## src/rtl/dreg_op_sequencer.sv

```systemverilog
// Sequences one Dd <= Dd op Ds register-file operation through a shared
// 16-bit ALU, chaining the low-half carry into the high half for long ops.
module dreg_op_sequencer #(
   parameter int unsigned SEL_W = 3
) (
   input  logic             CLK,
   input  logic             RESET,
   input  logic             cmd_valid,
   output logic             cmd_ready,
   input  logic [2:0]       cmd_op,
   input  logic [1:0]       cmd_size,
   input  logic [SEL_W-1:0] cmd_src,
   input  logic [SEL_W-1:0] cmd_dst,
   output logic [SEL_W-1:0] dreg_sel_a,
   output logic [SEL_W-1:0] dreg_sel_b,
   input  logic [31:0]      rd_a,
   input  logic [31:0]      rd_b,
   output logic             dreg_set,
   output logic [31:0]      dreg_data,
   output logic [2:0]       alu_op,
   output logic [15:0]      alu_a,
   output logic [15:0]      alu_b,
   output logic             alu_cin,
   input  logic [15:0]      alu_out,
   input  logic             alu_cout,
   output logic             done,
   output logic [3:0]       flags
);

   localparam int unsigned DATA_W = 32;
   localparam int unsigned HALF_W = 16;
   localparam int unsigned OP_W   = 3;
   localparam int unsigned SZ_W   = 2;

   localparam logic [OP_W-1:0] OP_ADD  = 3'd0;
   localparam logic [OP_W-1:0] OP_SUB  = 3'd1;
   localparam logic [OP_W-1:0] OP_MOVE = 3'd5;

   localparam logic [SZ_W-1:0] SZ_BYTE = 2'd0;
   localparam logic [SZ_W-1:0] SZ_WORD = 2'd1;
   localparam logic [SZ_W-1:0] SZ_LONG = 2'd2;

   typedef enum logic [2:0] {
      ST_IDLE  = 3'd0,
      ST_READ  = 3'd1,
      ST_LO    = 3'd2,
      ST_HI    = 3'd3,
      ST_WRITE = 3'd4
   } state_t;

   state_t              state_q, state_d;
   logic [OP_W-1:0]     op_q, op_d;
   logic [SZ_W-1:0]     size_q, size_d;
   logic [DATA_W-1:0]   opa_q, opa_d;
   logic [DATA_W-1:0]   opb_q, opb_d;
   logic [HALF_W-1:0]   res_lo_q, res_lo_d;
   logic                cmd_ready_q, cmd_ready_d;
   logic [SEL_W-1:0]    dreg_sel_a_q, dreg_sel_a_d;
   logic [SEL_W-1:0]    dreg_sel_b_q, dreg_sel_b_d;
   logic                dreg_set_q, dreg_set_d;
   logic [DATA_W-1:0]   dreg_data_q, dreg_data_d;
   logic [OP_W-1:0]     alu_op_q, alu_op_d;
   logic [HALF_W-1:0]   alu_a_q, alu_a_d;
   logic [HALF_W-1:0]   alu_b_q, alu_b_d;
   logic                alu_cin_q, alu_cin_d;
   logic                done_q, done_d;
   logic [3:0]          flags_q, flags_d;
   logic                lo_carry;

   // {N,Z,V,C} on the operand width; a is Dd, b is Ds
   function automatic logic [3:0] calc_flags(input logic [OP_W-1:0]   op,
                                              input logic [SZ_W-1:0]   size,
                                              input logic [DATA_W-1:0] a,
                                              input logic [DATA_W-1:0] b,
                                              input logic [DATA_W-1:0] r,
                                              input logic              c);
      logic sa, sb, sr, z, v, cf;
      sa = a[31];
      sb = b[31];
      sr = r[31];
      z  = (r == 32'h0);
      v  = 1'b0;
      cf = 1'b0;
      case (size)
         SZ_BYTE: begin
            sa = a[7];
            sb = b[7];
            sr = r[7];
            z  = (r[7:0] == 8'h0);
         end
         SZ_WORD: begin
            sa = a[15];
            sb = b[15];
            sr = r[15];
            z  = (r[15:0] == 16'h0);
         end
         default: ;
      endcase
      if (op == OP_ADD) begin
         v  = (sa == sb) && (sr != sa);
         cf = c;
      end else if (op == OP_SUB) begin
         v  = (sa != sb) && (sr != sa);
         cf = c;
      end
      return {sr, z, v, cf};
   endfunction

   // State and registered outputs, synchronous active-low reset
   always_ff @(posedge CLK) begin
      if (!RESET) begin
         state_q      <= ST_IDLE;
         op_q         <= '0;
         size_q       <= '0;
         opa_q        <= '0;
         opb_q        <= '0;
         res_lo_q     <= '0;
         cmd_ready_q  <= 1'b1;
         dreg_sel_a_q <= '0;
         dreg_sel_b_q <= '0;
         dreg_set_q   <= 1'b0;
         dreg_data_q  <= '0;
         alu_op_q     <= '0;
         alu_a_q      <= '0;
         alu_b_q      <= '0;
         alu_cin_q    <= 1'b0;
         done_q       <= 1'b0;
         flags_q      <= '0;
      end else begin
         state_q      <= state_d;
         op_q         <= op_d;
         size_q       <= size_d;
         opa_q        <= opa_d;
         opb_q        <= opb_d;
         res_lo_q     <= res_lo_d;
         cmd_ready_q  <= cmd_ready_d;
         dreg_sel_a_q <= dreg_sel_a_d;
         dreg_sel_b_q <= dreg_sel_b_d;
         dreg_set_q   <= dreg_set_d;
         dreg_data_q  <= dreg_data_d;
         alu_op_q     <= alu_op_d;
         alu_a_q      <= alu_a_d;
         alu_b_q      <= alu_b_d;
         alu_cin_q    <= alu_cin_d;
         done_q       <= done_d;
         flags_q      <= flags_d;
      end
   end

   // Next-state sequencing
   always_comb begin
      state_d = state_q;
      case (state_q)
         ST_IDLE:  if (cmd_valid) state_d = ST_READ;
         ST_READ:  state_d = ST_LO;
         ST_LO:    state_d = (size_q == SZ_LONG) ? ST_HI : ST_WRITE;
         ST_HI:    state_d = ST_WRITE;
         ST_WRITE: state_d = ST_IDLE;
         default:  state_d = ST_IDLE;
      endcase
   end

   // Datapath and next values of the registered outputs
   always_comb begin
      op_d         = op_q;
      size_d       = size_q;
      opa_d        = opa_q;
      opb_d        = opb_q;
      res_lo_d     = res_lo_q;
      cmd_ready_d  = (state_d == ST_IDLE);
      dreg_sel_a_d = dreg_sel_a_q;
      dreg_sel_b_d = dreg_sel_b_q;
      dreg_set_d   = 1'b0;
      dreg_data_d  = dreg_data_q;
      alu_op_d     = alu_op_q;
      alu_a_d      = alu_a_q;
      alu_b_d      = alu_b_q;
      alu_cin_d    = alu_cin_q;
      done_d       = 1'b0;
      flags_d      = flags_q;
      lo_carry     = (size_q == SZ_BYTE) ? alu_out[8] : alu_cout;

      case (state_q)
         ST_IDLE: begin
            if (cmd_valid) begin
               op_d         = (cmd_op > OP_MOVE) ? OP_MOVE : cmd_op;
               size_d       = (cmd_size == 2'd3) ? SZ_LONG : cmd_size;
               dreg_sel_a_d = cmd_src;
               dreg_sel_b_d = cmd_dst;
            end
         end
         ST_READ: begin
            opa_d     = rd_b;
            opb_d     = rd_a;
            alu_op_d  = op_q;
            alu_cin_d = 1'b0;
            if (size_q == SZ_BYTE) begin
               alu_a_d = {8'h00, rd_b[7:0]};
               alu_b_d = {8'h00, rd_a[7:0]};
            end else begin
               alu_a_d = rd_b[15:0];
               alu_b_d = rd_a[15:0];
            end
         end
         ST_LO: begin
            res_lo_d = alu_out;
            if (size_q == SZ_LONG) begin
               alu_a_d   = opa_q[31:16];
               alu_b_d   = opb_q[31:16];
               alu_cin_d = lo_carry;
            end else begin
               dreg_set_d  = 1'b1;
               done_d      = 1'b1;
               dreg_data_d = (size_q == SZ_BYTE) ? {opa_q[31:8], alu_out[7:0]}
                                                 : {opa_q[31:16], alu_out};
               flags_d     = calc_flags(op_q, size_q, opa_q, opb_q,
                                        {16'h0000, alu_out}, lo_carry);
            end
         end
         ST_HI: begin
            dreg_set_d  = 1'b1;
            done_d      = 1'b1;
            dreg_data_d = {alu_out, res_lo_q};
            flags_d     = calc_flags(op_q, size_q, opa_q, opb_q,
                                     {alu_out, res_lo_q}, alu_cout);
         end
         default: ;
      endcase
   end

   assign cmd_ready  = cmd_ready_q;
   assign dreg_sel_a = dreg_sel_a_q;
   assign dreg_sel_b = dreg_sel_b_q;
   assign dreg_set   = dreg_set_q;
   assign dreg_data  = dreg_data_q;
   assign alu_op     = alu_op_q;
   assign alu_a      = alu_a_q;
   assign alu_b      = alu_b_q;
   assign alu_cin    = alu_cin_q;
   assign done       = done_q;
   assign flags      = flags_q;

endmodule

```

## config.mk

```make
export PLATFORM = sky130hd
export DESIGN_NAME = dreg_op_sequencer
export DESIGN_NICKNAME = d
export VERILOG_FILES = /design/src/rtl/dreg_op_sequencer.sv
export SDC_FILE = /design/constraint.sdc
export NUM_CORES = 1
export LEC_CHECK = 0
export ABC_CLOCK_PERIOD_IN_PS = 1800
export BUFFER_PORTS_ARGS = -buffer_cell sky130_fd_sc_hd__buf_2
export CAP_MARGIN = 10
export CORE_ASPECT_RATIO = 2
export CORE_MARGIN = 2
export CORE_UTILIZATION = 41
export DETAILED_ROUTE_END_ITERATION = 8
export GPL_TIMING_DRIVEN = 0
export PLACE_DENSITY = 0.65
export SLEW_MARGIN = 40
export SYNTH_ARGS = -nofsm -noshare
export SYNTH_HDL_FRONTEND = slang
export SYNTH_SLANG_ARGS = --single-unit
```

## constraint.sdc

```tcl
create_clock -name CLK -period 1.8 [get_ports CLK]
set_clock_uncertainty 0.05 [all_clocks]
set_input_delay 0.18 -clock CLK [delete_from_list [all_inputs] [get_ports CLK]]
set_output_delay 0.18 -clock CLK [all_outputs]
set_load 0.02 [all_outputs]
```

==> metrics, run 1 <==
status=finished with violations; failing checks=negative hold slack, negative setup slack; # IOs=176; fin crit share=102.6%; peak supply drop=0.0007495 V; Final Non-Filler Cells=1231; TritonCTS Buffers=17; Layout area overhead=40.22%; Synth Instances=756; worst path arrival time=between 2 and 2.5 ns; Vias/cell=about 5.3; CTS sink cnt=about 150; ANT cells=0; placed insts=1129; DIE AREA=between 15000 and 20000 um^2; top_reg_cell synth=dfxtp_1; LEAKAGE=between 4 and 5 nW; DRT Pass-1 Iters=5; Worst Setup Start Kind=register; chip height=around 180 um; Nets=1115; Core Area=approximately 15000 um^2; max cap viols=0; Distinct cells, synth=47; Final Critical Period=around 1.8 ns; Worst slew margin=58.72%; final setup margin=-0.04729 ns; PwrDens=roughly 990 nW/um^2; async set-reset flop share out of synthesis=0%; global-route wire length before repair=34500 um; crit end category=register; Post-synth EDFFs=0; Critical Path RT=2.10 ns; GRT Overall Usage=approximately 27%; setup TNS=-0.08262 ns; initial antenna violation count=0; Vias=6478; Residual DRC=0; worst hold slack=-0.001380 ns; Max clock buf depth=2; vias in the first global route=~6.6k; Avg WL per Cell=approximately 18 um; DP Area=~7500 um^2; Port Buffers=175; syn_nets=~850; synth warn=0; Setup Crit Path Kind=register to register; RSZ-0062 raised after global routing=true; register bit total from synthesis=around 150; remaining global-route overflow=0; htree depth=4; routed wire length=22590 um; largest net degree at the start of global routing=17; RD Place Congestion=0.9616; DRT iter0 DRCs=~260; Antenna Nets Post-Route=0; Avg Cell Area, Syn=approximately 8.4 um^2; worst skew pair latency=0.43 ns; DIE WIDTH=between 90 and 100 um; worst min-delay path category=input pin to register; Crit Path Max Fanout=10; final instance area=about 9000 um^2; TritonCTS clock tree=built; cell area after synthesis=about 6400 um^2; FMAX=between 500 and 600 MHz; Worst Tran Pin Value=between 0.6 and 0.7 ns; clk slew on worst S/H paths=about 0.06 ns; placed wire-length estimate=16970 um; initial core utilization=around two fifths; Root Buffer=clkbuf_16; sequential-to-total area share from yosys stat=between 40% and 50%; final setup vio count=2; Slew Limit Fails=0; cell row count=64; share of layout cells above drive strength 1=approximately 27%; final hold vios=1
-- state kept, by name, summed over array words and instances, names as in the netlist --
name        cells
alu_a          16
alu_b          16
alu_cin         1
alu_op          3
cmd_ready       1
done            1
dreg_data      32
dreg_sel_a      3
dreg_sel_b      3
flags           4
op_q            3
opa_q          25
opb_q          18
res_lo_q       16
size_q          2
state_q         3
-- metal layers --
layer,track usage (%),wire (um),vias up
met5,0,0,-
met4,20.24,1703,0
met3,4.517,1051,79
met2,49.74,11880,267
met1,26.72,7955,2988
li1,-,-,3144
-- layout by cell type, fill, tap and decap left out, types with 3 or more instances in the layout --
cell / count
a21boi_0: 93
a21boi_1: 9
a21oi_1: 7
and2_1: 4
buf_2: 191
buf_4: 19
buf_6: 5
bufinv_16: 6
clkbuf_1: 23
clkbuf_16: 17
clkbuf_2: 7
clkbuf_4: 6
clkinvlp_4: 4
dfxtp_1: 144
dfxtp_2: 3
dlygate4sd3_1: 61
mux2i_1: 5
nand2_1: 241
nand3_1: 59
nand3b_1: 3
nor2_1: 9
nor2b_1: 6
nor4_1: 6
o211a_1: 34
o211ai_1: 7
o21ai_0: 3
o221ai_1: 21
-- per-stage QoR --
stage                     setup WS (ns)  utilization, %  hold WS, ns  power (mW)
after floorplan                  0.2099               -       0.2648       4.221
after global placement          -0.1366           49.20       0.3821       4.667
after detailed placement        -0.1577           49.20       0.3889       4.680
after CTS                      0.005362           57.81    0.0003761       8.830
after global routing           -0.08230           58.63     0.005436       9.123
final                          -0.04729           58.63    -0.001380       8.835
-- path summary, 6_finish.rpt --
kind / startpoint / end / slack, ns / cells past startpoint
worst min-delay path: cmd_size[1] / size_q[0]$_SDFFE_PN0P_ / -0.001 / 3
worst max register to register: state_q[2]$_SDFF_PN0_ / dreg_data[29]$_SDFFE_PN0P_ / -0.05 / 6
worst min register to register: dreg_data[28]$_SDFFE_PN0P_ / dreg_data[28]$_SDFFE_PN0P_ / 0.40 / 2
worst max-delay path: state_q[2]$_SDFF_PN0_ / dreg_data[29]$_SDFFE_PN0P_ / -0.05 / 6
-- Yosys cell counts (3+ instances only) --
library cell	n	area, um^2
a21boi_1	8	60.06
o21ai_0	3	15.01
o211ai_1	7	52.55
mux2i_1	5	50.05
clkbuf_1	27	101.4
nand3b_1	3	22.52
nor3_1	3	15.01
a21boi_0	94	705.7
o221ai_1	23	201.4
and2_1	4	25.02
nor4_1	7	43.79
o211a_1	34	340.3
nor2b_1	6	37.54
a21oi_1	7	35.03
nand3_1	59	295.3
buf_4	13	97.59
nand2_1	241	904.6
buf_2	22	110.1
nor2_1	9	33.78
dfxtp_1	147	2943
-- repair_timing --
action / in CTS / in global routing
hold buffers: 61 / 0
pin swaps: 0 / 2
resized for setup: 10 / 19
hold endpoints to repair: 61 / 0
setup buffers: 0 / 9
endpoints found under the setup margin: 59 / 85
gates cloned: 0 / 0
-- area by class of cell --
cell class,count,area (um^2)
fill,1487,6294
multi-input combinational,540,3113
sequential,147,2947
timing repair buffer,245,1554
clock buffer,20,446.7
buffer,66,374.1
tap,198,247.7
clock inverter,12,227.7
inverter,3,11.26
-- kinds of logic (layout without fill, tap and decap cells) --
family | after synthesis | after routing | synth area share [%]
flip-flops | 147 | 147 | 46.25
AND/OR/NAND/NOR | 347 | 347 | 23.78
buffers and inverters | 69 | 346 | 5.506
XOR/XNOR | 1 | 1 | 0.1377
multiplexers | 6 | 6 | 0.9636
AO/OA/AOI/OAI | 186 | 186 | 23.36
-- power breakdown --
group          leakage (nW)  internal (mW)  total [mW]  switching, mW
Sequential             1.20           3.42        3.54          0.118
Combinational          2.50          0.518        1.23          0.709
Clock                 0.313           2.64        4.07           1.43
Total                  4.02           6.58        8.83           2.25
-- critical path, stage by stage, from the launching register on --
cell and delay (ns):
dfxtp_2 0.36, and2b_4 0.31, o21a_1 0.13, buf_4 0.17
buf_4 0.21, o221ai_1 0.28, a21boi_0 0.24
No activity file was read; power rests on OpenSTA's default activity.
==> run 2, diff against run 1 <==
- ABC_CLOCK_PERIOD_IN_PS: 1800 -> 1900
- CORE_ASPECT_RATIO: 2 -> default
- clock period: 1.8 -> 1.9 ns (I/O delays scaled with it)
==> run 2 against run 1 <==
Net effect: sequential cell count is the same; first-iteration DRC count grew 100%; the flow now finishes without violations; largest cell class unchanged; combinational power decreased by 7%; critical path depth up 1; clock-buffer cell count rose by 2; register-to-register slack improved by 0.15 ns; final area fell by 1.4%; wire length fell by 5.2%.
==> metrics, run 2 (synthesis gave the netlist of run 1 again) <==
status=finished, final reports clean; sequential share of power=39.4% (-0.7 points); Final Critical Period=1.796 ns (-0.05118 ns); TritonCTS Buffers=17 (unchanged); Post-Place Setup Slack=-0.02651 ns (+0.1312 ns); Critical Path RT=2.17 ns (+0.07 ns); share of layout cells above drive strength 1=25.95% (-0.96 points); chip height=128.6 um (-29%); FMAX=556.8 MHz (+2.8%); Clk network pwr share=47.3% (+1.2 points); fin crit share=94.53% (-8.1 points); Final Util=57.88% (-0.75 points); worst min-delay path category=input pin to register; Int Pwr=6.435 mW (-2.2%); crit end category=register; R2R Path Start=state_q[0]$_SDFF_PN0_; global-route wire length before repair=32680 um (-5.3%); TritonCTS clock tree=built; # IOs=176 (unchanged); Worst slew margin=60.06% (+1.3 points); DIE AREA=16530 um^2 (-0.37%); Residual DRC=0 (unchanged); vias in the first global route=5938 (-9.5%); Core Area=15200 um^2 (about the same); Worst Tran Pin Value=0.5991 ns (-0.02014 ns); remaining global-route overflow=0 (unchanged); Switching Share=24.27% (-1.2 points); Setup Crit Path Kind=register to register; Antenna Nets Post-Route=0 (unchanged); routed wire length=21420 um (-5.2%); peak supply drop=0.0006492 V (-13%); clk slew on worst S/H paths=0.06 ns (about the same); most common cell after layout, fill and taps aside=nand2_1; Max clock buf depth=2 (unchanged); DRT Pass-1 Iters=5 (unchanged); DRT iter0 DRCs=519 (+100%); Crit Path Max Fanout=10 (unchanged); initial antenna violation count=0 (unchanged); final setup vio count=0 (-2); Root Buffer=clkbuf_16; PwrDens=965.5 nW/um^2 (-2.5%); RSZ-0062 raised after global routing=false; most frequent cells in the layout=nand2_1, buf_2, dfxtp_1; cell row count=45 (-30%); max cap viols=0 (unchanged); htree depth=4 (unchanged); Critical Path Source=state_q[0]$_SDFF_PN0_; Vias/cell=5.317 (+1.0%); CTS sink cnt=147 (unchanged); worst skew pair latency=0.43 ns (about the same); Port Buffers=175 (unchanged); GRT Overall Usage=25.92% (-1.3 points); final setup margin=0.1039 ns (+0.1512 ns); ANT cells=0 (unchanged); Nets=1104 (-0.99%); largest net degree at the start of global routing=17 (unchanged); Avg WL per Cell=17.72 um (-3.4%); final hold vios=0 (-1); Slew Limit Fails=0 (unchanged); max reg flops=32 (unchanged); RD Place Congestion=0.9881 (+2.8%); Vias=6428 (-0.77%); Layout area overhead=38.31%; Psw=2.062 mW (-8.5%); Hold Startpoint=alu_out[3]; initial core utilization=41.85% (about the same); Critical-path top delay cell=or3_1; placed wire-length estimate=15250 um (-10%); Worst Setup Start Kind=register; Comb pwr share=13.4% (-0.5 points); worst path arrival time=2.06 ns (-0.08 ns); DIE WIDTH=128.6 um (+40%); LEAKAGE=3.991 nW (-0.62%); Largest stage delay, worst path=0.38 ns (+0.02 ns); crit path cell chain=buf_4 > inv_2 > or3_1 > o21ai_2 > buf_2 > nand3_1 > o211a_1
## run 2: cell count changes in the layout (fill, tap and decap cells not counted), sizes merged
cell,delta
dlygate4sd3,-4
buf,-3
clkinvlp,-3
clkbuf,-2
bufinv,+1
inv,-1
## run 2: power groups by stage
| stage | sequential [mW] | clock, mW | combinational (mW) |
|---|---|---|---|
| after floorplan | 3.49 | 0 | 0.507 |
| final | 3.34 | 4.02 | 1.14 |
| after global placement | 3.40 | 0 | 1.01 |
| after global routing | 3.36 | 4.19 | 1.23 |
| after detailed placement | 3.41 | 0 | 1.02 |
| after CTS | 3.34 | 4.05 | 1.11 |
## run 2: metrics by stage
step                instances  hold WS [ns]  TNS [ns]  total power [mW]  instance area [um^2]
global placement         1119        0.3925  -0.02995             4.417                  7473
detailed placement       1119        0.3977  -0.02651             4.424                  7473
floorplan                 756        0.2748         0             3.999                  6362
global route             1209      0.002745         0             8.786                  8800
finish                   1209       0.01506         0             8.496                  8800
CTS                      1207     0.0004485         0             8.509                  8753
## run 2: critical path, delay by kind of cell (launching register included)
family          cells  cell delay [ns]
buf+inv             3             0.54
simple gates        2             0.51
flops               1             0.30
compound gates      2             0.28
## run 2: cell type report
type / instances / area [um^2]
sequential: 147 / 2944
timing repair buffer: 234 / 1461
inverter: 3 / 11.26
tap: 188 / 235.2
clock buffer: 22 / 484.2
buffer: 66 / 357.8
clock inverter: 9 / 222.7
fill: 1420 / 6402
multi-input combinational: 540 / 3083
## run 2: per-layer routing
| metal | vias up | GRT usage, % | part of all wire [%] |
|---|---|---|---|
| li1 | 3124 | - | - |
| met1 | 3001 | 34.44 | 44 |
| met2 | 255 | 40.55 | 45 |
| met3 | 48 | 6.736 | 7.4 |
| met4 | 0 | 10.17 | 2.8 |
| met5 | - | 0 | 0 |
## run 2: worst paths after layout
path	cells past startpoint	slack, ns	to
min	3	0.02	res_lo_q[3]$_SDFFE_PN0P_
min reg2reg	2	0.40	opb_q[15]$_SDFFE_PN0P_
max reg2reg	7	0.10	alu_b[12]$_SDFFE_PN0P_
max	7	0.10	alu_b[12]$_SDFFE_PN0P_
## run 2: timing repair
item / CTS / global route
hold buffers: 57 / 0
endpoints found under the hold margin: 57 / 0
buffers inserted: 0 / 2
endpoints found under the setup margin: 4 / 57
pin swaps: 0 / 1
gates resized for setup: 2 / 18
